File: src/rtl/cpu_sequencer_pkg.sv
// cpu_sequencer_pkg: instruction formats, sequencer state encoding and opcode support helper
package cpu_sequencer_pkg;

   localparam logic [31:0] PC_STEP = 32'd4;

   typedef enum logic [6:0] {
      OP_LUI    = 7'b0110111,
      OP_AUIPC  = 7'b0010111,
      OP_JAL    = 7'b1101111,
      OP_OP_IMM = 7'b0010011,
      OP_OP     = 7'b0110011
   } opcode_t;

   typedef struct packed {
      logic [24:0] payload;
      opcode_t     opcode;
   } instr_any_t;

   typedef struct packed {
      logic [19:0] imm;
      logic [4:0]  rd;
      opcode_t     opcode;
   } instr_u_t;

   typedef union packed {
      logic [31:0] raw;
      instr_any_t  any;
      instr_u_t    u;
   } instr_t;

   typedef struct packed {
      logic regfile_we;
   } decoder_ctl_signals_t;

   typedef enum logic [2:0] {
      S_FETCH,
      S_DECODE,
      S_EXECUTE,
      S_WRITEBACK,
      S_HALT
   } seq_state_t;

   function automatic logic is_supported_opcode(input logic [6:0] op);
      return op == OP_LUI || op == OP_AUIPC;
   endfunction

endpackage

File: src/rtl/cpu_sequencer_fetch_port.sv
// imem_fetch_port: fetch request hold-until-ack and instruction-register capture
// Ports:
//   clk, rst          core clock, async active-high reset (drops any outstanding request)
//   start             raise the request at the next edge
//   pc                address to present while requesting
//   imem_ack/rdata    memory acknowledge and instruction word (same cycle)
//   imem_req/addr     request and address to memory (address 0 when idle)
//   instr             instruction register, loaded only on an accepted fetch
//   fetched           request accepted this cycle
module imem_fetch_port
   import cpu_sequencer_pkg::*;
(
   input  logic        clk,
   input  logic        rst,
   input  logic        start,
   input  logic [31:0] pc,
   input  logic        imem_ack,
   input  logic [31:0] imem_rdata,
   output logic        imem_req,
   output logic [31:0] imem_addr,
   output instr_t      instr,
   output logic        fetched
);

   assign fetched   = imem_req & imem_ack;
   assign imem_addr = imem_req ? pc : '0;

   always_ff @(posedge clk or posedge rst)
      if (rst) begin
         imem_req <= 1'b0;
         instr    <= '0;
      end else begin
         imem_req <= start | (imem_req & ~imem_ack);
         if (fetched) instr <= imem_rdata;
      end

endmodule

File: src/rtl/cpu_sequencer.sv
// cpu_sequencer: multi-cycle FETCH/DECODE/EXECUTE/WRITEBACK/HALT control with PC and retire counter
// Ports:
//   clk, rst            core clock, async active-high reset
//   imem_*              instruction fetch handshake (request held until ack)
//   instr               instruction register to the decoder
//   decode_ce, exec_ce  one-cycle enables in DECODE and EXECUTE
//   dec_ctl             decoder control bundle; its write enable is gated to WRITEBACK
//   regfile_we          gated register-file write enable
//   pc, instret         current instruction address, retired-instruction count
//   halt_req, resume    stop at next instruction boundary / leave HALT
//   halted, illegal     in HALT / unsupported opcode seen in DECODE
module cpu_sequencer
   import cpu_sequencer_pkg::*;
#(
   parameter logic [31:0] RESET_PC = 32'h0000_0000
) (
   input  logic                 clk,
   input  logic                 rst,
   output logic                 imem_req,
   output logic [31:0]          imem_addr,
   input  logic                 imem_ack,
   input  logic [31:0]          imem_rdata,
   output instr_t               instr,
   output logic                 decode_ce,
   output logic                 exec_ce,
   input  decoder_ctl_signals_t dec_ctl,
   output logic                 regfile_we,
   output logic [31:0]          pc,
   output logic [31:0]          instret,
   input  logic                 halt_req,
   input  logic                 resume,
   output logic                 halted,
   output logic                 illegal
);

   seq_state_t state;
   logic       fetched;
   logic       start;
   logic       wb;

   // The request is (re)armed for every cycle that enters FETCH; the first term
   // covers the idle FETCH cycle right after reset, where no request is yet up.
   assign start = (state == S_FETCH && !imem_req) ||
                  (state == S_WRITEBACK && !halt_req) ||
                  (state == S_HALT && resume);

   assign regfile_we = wb & dec_ctl.regfile_we;

   imem_fetch_port u_fetch (
      .clk        (clk),
      .rst        (rst),
      .start      (start),
      .pc         (pc),
      .imem_ack   (imem_ack),
      .imem_rdata (imem_rdata),
      .imem_req   (imem_req),
      .imem_addr  (imem_addr),
      .instr      (instr),
      .fetched    (fetched)
   );

   // Per-state enables are registered on entry to their state, so each is a
   // clean one-cycle pulse aligned with that state.
   always_ff @(posedge clk or posedge rst)
      if (rst) begin
         state     <= S_FETCH;
         pc        <= RESET_PC;
         instret   <= '0;
         decode_ce <= 1'b0;
         exec_ce   <= 1'b0;
         wb        <= 1'b0;
         illegal   <= 1'b0;
         halted    <= 1'b0;
      end else begin
         decode_ce <= 1'b0;
         exec_ce   <= 1'b0;
         wb        <= 1'b0;
         illegal   <= 1'b0;
         case (state)
            S_FETCH:
               if (fetched) begin
                  state     <= S_DECODE;
                  decode_ce <= 1'b1;
                  illegal   <= !is_supported_opcode(imem_rdata[6:0]);
               end
            S_DECODE:
               if (is_supported_opcode(instr.any.opcode)) begin
                  state   <= S_EXECUTE;
                  exec_ce <= 1'b1;
               end else begin
                  state  <= S_HALT;
                  halted <= 1'b1;
               end
            S_EXECUTE: begin
               state <= S_WRITEBACK;
               wb    <= 1'b1;
            end
            S_WRITEBACK: begin
               pc      <= pc + PC_STEP;
               instret <= instret + 32'd1;
               state   <= halt_req ? S_HALT : S_FETCH;
               halted  <= halt_req;
            end
            S_HALT:
               if (resume) begin
                  state  <= S_FETCH;
                  halted <= 1'b0;
               end
            default: state <= S_FETCH;
         endcase
      end

endmodule

File: config.mk
export PLATFORM = sky130hd
export DESIGN_NAME = cpu_sequencer
export DESIGN_NICKNAME = d
export VERILOG_FILES = /design/src/rtl/cpu_sequencer_pkg.sv /design/src/rtl/cpu_sequencer_fetch_port.sv /design/src/rtl/cpu_sequencer.sv
export SDC_FILE = /design/constraint.sdc
export NUM_CORES = 1
export LEC_CHECK = 0
export BUFFER_PORTS_ARGS = -buffer_cell sky130_fd_sc_hd__buf_2
export CELL_PAD_IN_SITES_DETAIL_PLACEMENT = 1
export CELL_PAD_IN_SITES_GLOBAL_PLACEMENT = 1
export CORE_UTILIZATION = 41
export DETAILED_ROUTE_END_ITERATION = 8
export PLACE_DENSITY = 0.95
export SLEW_MARGIN = 10
export SYNTH_ARGS = -nofsm -noshare
export SYNTH_HDL_FRONTEND = slang
export SYNTH_SLANG_ARGS = --single-unit
File: constraint.sdc
create_clock -name clk -period 4.6 [get_ports clk]
set_input_delay 0.23 -clock clk [delete_from_list [all_inputs] [get_ports clk]]
set_output_delay 0.23 -clock clk [all_outputs]
set_load 0.02 [all_outputs]
==> metrics.txt, run 1 <==
leakage about 0.003 uW; # fillers 1,253; Slew Viols, Final 0; combinational power share 25.8%; Max Cap Violations 0; H-Tree Depth 3; Row Count 38; commonest non-fill, non-tap cell in the layout buf_2; Synth area leaders dfrtp_1 (55%), xnor2_1 (8.2%), mux2_2 (7.7%), and2_1 (4.8%), nand4_1 (3.2%); WP data required ~4.8 ns; Max VDD drop about 0.00033 V; vias per inst 5.19; clock skew 0.0108 ns; GRT overflow 0; FFs w/ async S/R, synth 100%; worst-path fanout max 12; final hold vios 0; largest family of logic cells by synthesized area simple AND/OR/NAND/NOR gates; CP startpoint kind register; clk_lat worst skew roughly 0.33 ns; Final HPWL DP 9530 um; min-delay worst type input port to register; RSZ-0062 raised after global routing no; synthesized area per cell 11.6 um2; diode count 0; area of the multi-input gates approximately 2000 um2; Ys Warns 0; CTS tree done; top cell type's share of synthesized area a little over half; post-route setup TNS 0 ns; initial antenna violation count 0; IO Port Bufs between 150 and 200; Crit path arrival time 2.55 ns; GPL Wtd Cong 0.852; status completed; synthesized area 4690 um2; internal power approximately 1700 uW; Reg power frac a little under half; register area share after synthesis 55.0%; clock share of power 26.9%; pin count of the biggest net entering global routing 62; layout cell share with drive strength beyond 1 39.3%; placed cells about 700; EDFF count, synth 0; CP Capture Type register; CTS buffer count 9; initial DRC count 137; ys flop type dfrtp_1; placeable core area 11,000 um2; worst rel slew slack 26.9%; CTS clk-pin slew, worst paths 0.07 ns; Yosys reg bits 103; Least-Margin Pin Slew 1.09 ns; die area 11,900 um2; Post-Synth Simple-Gate Area between 20% and 30%; final net count 609; period utilization 50.9%; first-pass GRT wire length 20,300 um; Buf+Inv Stages, Crit Path 0; root buf cell clkbuf_16; compound-gate portion of the synthesized area 1.01%; area occupied by registers 2580 um2; Max Clk Rate 427 MHz; antenna-violating nets left 0; worst stage delay on the critical path 0.99 ns; wire per inst 17.8 um; Pwr Density 438 nW/um2; # setup viols final 0; Post-CTS Setup Repair Bufs 0; Setup Crit Path Kind register to register; Die X-Extent 109 um; most frequent cells in the layout buf_2 (167), dfrtp_1 (103), xnor2_1 (44); biggest area consumer among synthesized cells dfrtp_1; routed wire length 12,700 um; switching power share of the total 33.8%; Area Growth Syn to Fin 26.1%; Finished Layout Cells slightly above 700; Period minus WS final ~2.3 ns; vias in the first global route 3,920; clk buf depth 2; initial core utilization ~43%; DRC errors left 0; Die Ht 109 um; Slowest cell on crit path nor4_2; post-synthesis mux area share 7.69%; Unique masters post-synth 37; Synth Area in Adders 0.534%; GR Util All Layers 22.3%; clock sinks 103; Vias around 3,700; Net Sw Power 875 uW; Ports 172; worst-path cell chain nand4b_1, nor4_2, nand3_1, xnor2_1; xor and xnor fraction of the mapped netlist area 11.2%; critical path's top delay family simple AND/OR/NAND/NOR gates; DRT Pass-1 Iters 4; Cells after Synth 403
-- Yosys cell counts (3+ instances only) --
master	count
a21oi_1	3
and2_1	36
and3_1	10
and4_1	7
buf_2	4
buf_4	4
clkbuf_1	9
dfrtp_1	103
inv_1	6
mux2_2	32
nand2_1	28
nand3_1	23
nand4_1	24
nor2_1	11
nor3_1	12
nor4_1	3
nor4bb_1	3
or2_2	3
xnor2_1	44
xor2_1	16
-- state kept, by name, summed over array words and instances, names as in the netlist --
register          cells
wb                    1
pc                   30
exec_ce               1
u_fetch.instr        32
u_fetch.imem_req      1
halted                1
decode_ce             1
state                 3
instret              32
illegal               1
-- kinds of logic after synthesis --
kind of cell	Yosys count
compound gates	8
xor+xnor	60
fa+ha+maj	2
buf+inv	25
flops	103
mux	32
other cells	1
simple gates	172
-- worst reg2reg max path, stage by stage (launching register included) --
cell,delay (ns)
dfrtp_1,0.56
nand4b_1,0.26
nor4_2,0.99
nand3_1,0.22
xnor2_1,0.20
-- layout make-up --
type,count,area share [%]
clock inverter,4,0.550
timing repair buffer,171,14.7
inverter,6,0.423
tap,140,2.96
clock buffer,11,3.94
sequential,103,43.6
multi-input combinational,278,33.8
-- power by group through the flow --
stage	registers, uW	clock network, uW	logic [uW]
floorplan	1370	0	278
global placement	1210	0	648
detailed placement	1240	0	678
CTS	1220	713	679
global route	1250	745	716
finish	1220	696	668
-- final timing paths --
kind,from,to,slack [ns],cells after the start
max in group asynchronous,rst,pc[24],2.89,4
worst max register to register,state[0],instret[23],2.26,4
worst min register to register,instret[31],instret[31],0.48,1
min in group asynchronous,rst,instret[22],0.49,3
worst min-delay path,imem_rdata[11],u_fetch.instr[11],0.13,2
worst max-delay path,state[0],instret[23],2.26,4
-- stage by stage --
stage | hold WS, ns | area [um2] | worst slack (ns) | utilization, % | power (uW)
6_report | 0.129 | 5910 | 2.26 | 53.8 | 2590
5_1_grt | 0.113 | 5910 | 1.98 | 53.8 | 2710
4_1_cts | 0.116 | 5910 | 2.22 | 53.8 | 2620
3_5_place_dp | 0.319 | 5630 | 2.21 | 51.3 | 1910
3_3_place_gp | 0.307 | 5630 | 2.34 | 51.3 | 1860
2_1_floorplan | 0.358 | 4700 | 1.67 | - | 1650
-- per-layer routing --
metal | GRT usage (%) | up-vias | wire, um
met2 | 39.9 | 118 | 6660
li1 | - | 1708 | -
met5 | 0 | - | 0
met4 | 6.27 | 0 | 143
met3 | 5.26 | 10 | 654
met1 | 26.5 | 1861 | 5250
-- timing repair --
item | 4_1_cts | 5_1_grt
hold buffers | 1 | 0
gates resized for setup | 0 | 0
hold endpoints to repair | 42 | 0
Note: power is estimated with default switching activity, not from simulation.
==> run 2: changes to the inputs <==
CORE_UTILIZATION = 38   (was 41)
PLACE_DENSITY = 0.9   (was 0.95)
clock period = 2.29 ns   (was 4.6 ns; I/O delays follow)
==> run 2 against run 1 <==
Combinational power grew 120%. Register-to-register slack worse by 2.0 ns. Via count is 4.3% higher. Critical path type unchanged. Sequential share of layout area fell by 2.7 points. Largest cell class unchanged. Critical path depth grew 1. Sequential cell count stayed put. Power is 110% higher. Largest power group unchanged. Count of clock-buffer cells in the layout grew 1. Sequential power rose by 95%. Critical endpoint is now pc[28]. Core utilization decreased by 1.4 points. Fmax is 17% higher.
==> metrics.txt, run 2 (synthesized netlist as in run 1, its figures left out) <==
status completed; worst-path cell chain ha_1, nand3_1, or4_4, nor4_4, xor2_1; initial antenna violation count 2; RSZ-0062 raised after global routing no; commonest non-fill, non-tap cell in the layout buf_2; clock sinks roughly 100; initial core utilization 39.0%; root buf cell clkbuf_16; most frequent cells in the layout buf_2 (167), dfrtp_1 (103), xnor2_1 (44); worst rel slew slack 56.4%; Setup Crit Path Kind register to register; Crit path arrival time 2.28 ns; vias per inst roughly 5.1; post-route setup TNS 0 ns; clk_lat worst skew 0.35 ns; worst stage delay on the critical path 0.62 ns; post-layout util between 50 and 60%; Vias 3,857; WP data required ~2.6 ns; pin count of the biggest net entering global routing 46; initial DRC count 140; number of hold buffers added after CTS 24; Total Power 5560 uW; # setup viols final 0; placeable core area 12,000 um2; min-delay worst type input port to register; routed wire length 13,400 um; GRT overflow 0; first-pass GRT wire length between 20,000 and 25,000 um; Ports roughly 170; IO Port Bufs 167; Die Ht between 100 and 150 um; placed cells 711; leakage 0.00324 uW; H-Tree Depth 3; clock skew 0.00562 ns; wire per inst 17.7 um; clk buf depth 2; Period minus WS final 2.01 ns; CTS clk-pin slew, worst paths 0.07 ns; Top Registers instret x32, u_fetch.instr x32, pc x30; Row Count 40; GPL Wtd Cong 0.834; Hold Worst Slack 0.0104 ns; PostCTS Resize Cnt 0; CTS tree done; Slowest cell on crit path or4_4; vias in the first global route 4,140; DRC errors left 0; Max VDD drop about 0.00063 V; die area about 13,000 um2; worst-path fanout max 6; CP startpoint kind register; antenna-violating nets left 0; critical path's top delay family simple AND/OR/NAND/NOR gates; final hold vios 0; Area Growth Syn to Fin 34.3%; Slew Viols, Final 0; Buf+Inv Stages, Crit Path 0; Post-CTS Setup Repair Bufs 0; period utilization 87.7%; Final HPWL DP 9560 um; Die X-Extent 113 um; DRT Pass-1 Iters 4; GR Util All Layers 22.0%; CTS buffer count 9; final net count 640; layout cell share with drive strength beyond 1 about 39%; Max Clk Rate 498 MHz; CP Capture Type register; Finished Layout Cells ~750; Max Cap Violations 0; Pwr Density 883 nW/um2; Least-Margin Pin Slew roughly 0.65 ns
run 2: cell types whose count changed in the layout (fill, tap and decap cells not counted), sizes merged:
cell	before	now
buf	170	177
bufinv	0	2
clkbuf	11	12
clkinvlp	2	1
diode	0	2
dlygate4sd3	1	25
inv	7	5
run 2: where the power goes:
part           total [uW]  switching, uW  leakage (uW)  internal (uW)
clock network        1690            653      0.000165           1040
registers            2380            229       0.00136           2150
logic                1490            892       0.00172            598
total                5560           1770       0.00324           3790
run 2: cell type report:
| class | instances | area [um2] |
|---|---|---|
| Multi-Input combinational cell | 278 | 2000 |
| Tap cell | 147 | 184 |
| Clock inverter | 3 | 65.1 |
| Antenna cell | 2 | 5.00 |
| Clock buffer | 12 | 267 |
| Sequential cell | 103 | 2580 |
| Inverter | 6 | 26.3 |
| Fill cell | 1373 | 5720 |
| Timing Repair Buffer | 202 | 1170 |
run 2: metrics by stage:
stage                     instance area (um2)  setup WS, ns
after floorplan                          4700         0.300
after global placement                   5710         0.423
after CTS                                6280         0.285
final                                    6300         0.282
after detailed placement                 5710         0.311
after global routing                     6290         0.127
run 2: final timing paths:
path                                endpoint           from  slack, ns  cells past startpoint
max                                   pc[28]          pc[2]       0.28                      5
min                         u_fetch.instr[2]  imem_rdata[2]       0.01                      2
max reg2reg                           pc[28]          pc[2]       0.28                      5
min reg2reg                      instret[31]    instret[31]       0.47                      1
max in group asynchronous  u_fetch.instr[10]            rst       1.36                      4
min in group asynchronous  u_fetch.instr[28]            rst       0.31                      3
run 2: per-layer routing:
metal	GRT usage (%)	part of all wire, %	wire (um)
met5	0	0	0
met4	8.77	2.7	364
met3	5.68	4.2	567
met2	39.7	53	7090
met1	24.8	40	5330
run 2: worst register-to-register path: cells and delay by family, from the launching register on:
kind / cells / cell delay [ns]
fa+ha+maj: 1 / 0.24
simple gates: 3 / 1.09
flops: 1 / 0.44
xor+xnor: 1 / 0.17
==> run 3: changes to the inputs <==
ABC_AREA = 1   (was not set)
CORE_UTILIZATION = 36   (was 38)
MAX_ROUTING_LAYER = met4   (was not set)
==> run 3 against run 2 <==
Critical path depth rose by 1. Sequential share of layout area fell by 3.8 points. Worst setup slack improved by 0.21 ns. Count of clock-buffer cells in the layout did not move. Core utilization fell by 3.1 points. Power fell by 2.7%. Global-route usage rose by 2.0 points. First-iteration DRC count rose by 56%.
==> metrics.txt, run 3 <==
initial antenna violation count 0; clock skew between 0.006 and 0.007 ns; ys flop type dfrtp_1; area of the multi-input gates ~2300 um2; DRC errors left 0; WP data required 2.58 ns; Row Count 43; top-count cell post-synth nand2_1; register area share after synthesis 48.8%; Crit path arrival time 2.09 ns; vias per inst 4.78; leakage 0.00405 uW; Top Registers instret x32, u_fetch.instr x32, pc x30; period utilization around four fifths; layout cell share with drive strength beyond 1 23.7%; FFs w/ async S/R, synth 100%; synthesized area 5290 um2; placeable core area 14,100 um2; worst-path fanout max 37; Final HPWL DP 12,100 um; placed cells 1,037; Cells after Synth roughly 700; EDFF count, synth 0; GPL Wtd Cong 0.841; Synth area leaders dfrtp_1 (49%), nand2_1 (20%), inv_1 (6.4%), nor2_1 (4.5%), xor2_1 (2.8%); die area between 15,000 and 20,000 um2; DRT Pass-1 Iters 6; worst rel slew slack 39.4%; H-Tree Depth 3; Vias 5,173; CTS tree done; Max VDD drop 0.000571 V; antenna-violating nets left 0; initial core utilization 37.5%; Ys Warns 0; # fillers 1,767; Pwr Density about 800 nW/um2; most frequent cells in the layout nand2_1 (286), buf_2 (167), dfrtp_1 (103); wire per inst ~15 um; Die Ht 123 um; CP startpoint kind register; Period minus WS final 1.80 ns; Area Growth Syn to Fin 31.5%; commonest non-fill, non-tap cell in the layout nand2_1; biggest area consumer among synthesized cells dfrtp_1; Ports 172; GRT overflow 0; final net count 939; Setup Crit Path Kind register to register; status completed; pin count of the biggest net entering global routing 52; synthesized area per cell 7.59 um2; top cell type's share of synthesized area 48.8%; Max Cap Violations 0; clk_lat worst skew 0.35 ns; Synth top cells by count nand2_1 (286), dfrtp_1 (103), inv_1 (90); routed wire length 16,700 um; CTS buffer count 9; Total Power 5410 uW; vias in the first global route 5,446; min-delay worst type input port to register; diode count 0; root buf cell clkbuf_16; IO Port Bufs around 170; # setup viols final 0; CTS clk-pin slew, worst paths 0.07 ns; Max Clk Rate 557 MHz; area occupied by registers 2580 um2; initial DRC count 219; Unique masters post-synth 30; Finished Layout Cells 1,083; post-route setup TNS 0 ns; final hold vios 0; clock sinks 103; Die X-Extent around 120 um; RSZ-0062 raised after global routing no; GR Util All Layers about a quarter; Slew Viols, Final 0; CP Capture Type register; Least-Margin Pin Slew 0.908 ns; clk buf depth 2; first-pass GRT wire length 26,900 um; Yosys reg bits 103; post-layout util 49.3%
-- run 3: critical path: stages (launching register included) --
cell	delay, ns
dfrtp_1	0.34
nand2_1	0.07
buf_4	0.26
nor3_1	0.33
o31ai_1	0.11
dlygate4sd3_1	0.57
inv_1	0.05
-- run 3: path summary, 6_finish.rpt --
path	from	to	slack [ns]	depth (start not counted)
worst max-delay path	u_fetch.imem_req	illegal	0.49	6
worst min-delay path	halt_req	u_fetch.imem_req	0.02	2
worst max register to register	u_fetch.imem_req	illegal	0.49	6
worst min register to register	u_fetch.instr[17]	u_fetch.instr[17]	0.48	2
max in group asynchronous	rst	decode_ce	1.22	4
min in group asynchronous	rst	u_fetch.instr[23]	0.40	3
-- run 3: what timing repair did --
action / CTS / global route
hold buffers: 31 / 0
resized for setup: 0 / 0
setup buffers: 0 / 0
endpoints found under the hold margin: 53 / 0
endpoints found under the setup margin: 0 / 0
-- run 3: stage by stage --
stage,worst slack (ns),instance area [um2],hold slack [ns]
finish,0.495,6950,0.0233
detailed placement,0.642,6340,0.234
floorplan,0.788,5300,0.224
global route,0.337,6950,0.0267
global placement,0.755,6340,0.223
CTS,0.441,6950,0.00753
-- run 3: final cells by class --
cell class                      instances  share of cell area [%]
Clock buffer                           12                    3.69
Inverter                               90                    4.92
Clock inverter                          3                   0.612
Sequential cell                       103                    37.1
Multi-Input combinational cell        489                    32.9
Timing Repair Buffer                  206                    17.5
Tap cell                              180                    3.24
-- run 3: per-layer routing --
| metal | wire [um] | track usage, % | part of all wire (%) | vias up |
|---|---|---|---|---|
| li1 | - | - | - | 2510 |
| met1 | 7190 | 28.6 | 43 | 2499 |
| met2 | 8440 | 40.9 | 50 | 144 |
| met3 | 729 | 3.60 | 4.4 | 20 |
| met4 | 354 | 9.26 | 2.1 | 0 |
| met5 | 0 | - | 0 | - |
-- run 3: report_power, final --
group          total (uW)  switching (uW)  internal (uW)
sequential           2350             209           2140
clock                1570             670            901
combinational        1490            1030            461
total                5410            1910           3500
-- run 3: cells by family (layout without fill, tap and decap cells) --
logic type | count (synthesis) | after routing | share of synthesized area, %
xor gates and xnor gates | 32 | 32 | 5.30
other | 1 | 4 | 0.0710
and+or+nand+nor | 437 | 437 | 35.7
buffers and inverters | 107 | 311 | 8.19
AOI/OAI and AO/OA | 14 | 14 | 1.44
adders and majority gates | 2 | 2 | 0.473
DFF | 103 | 103 | 48.8
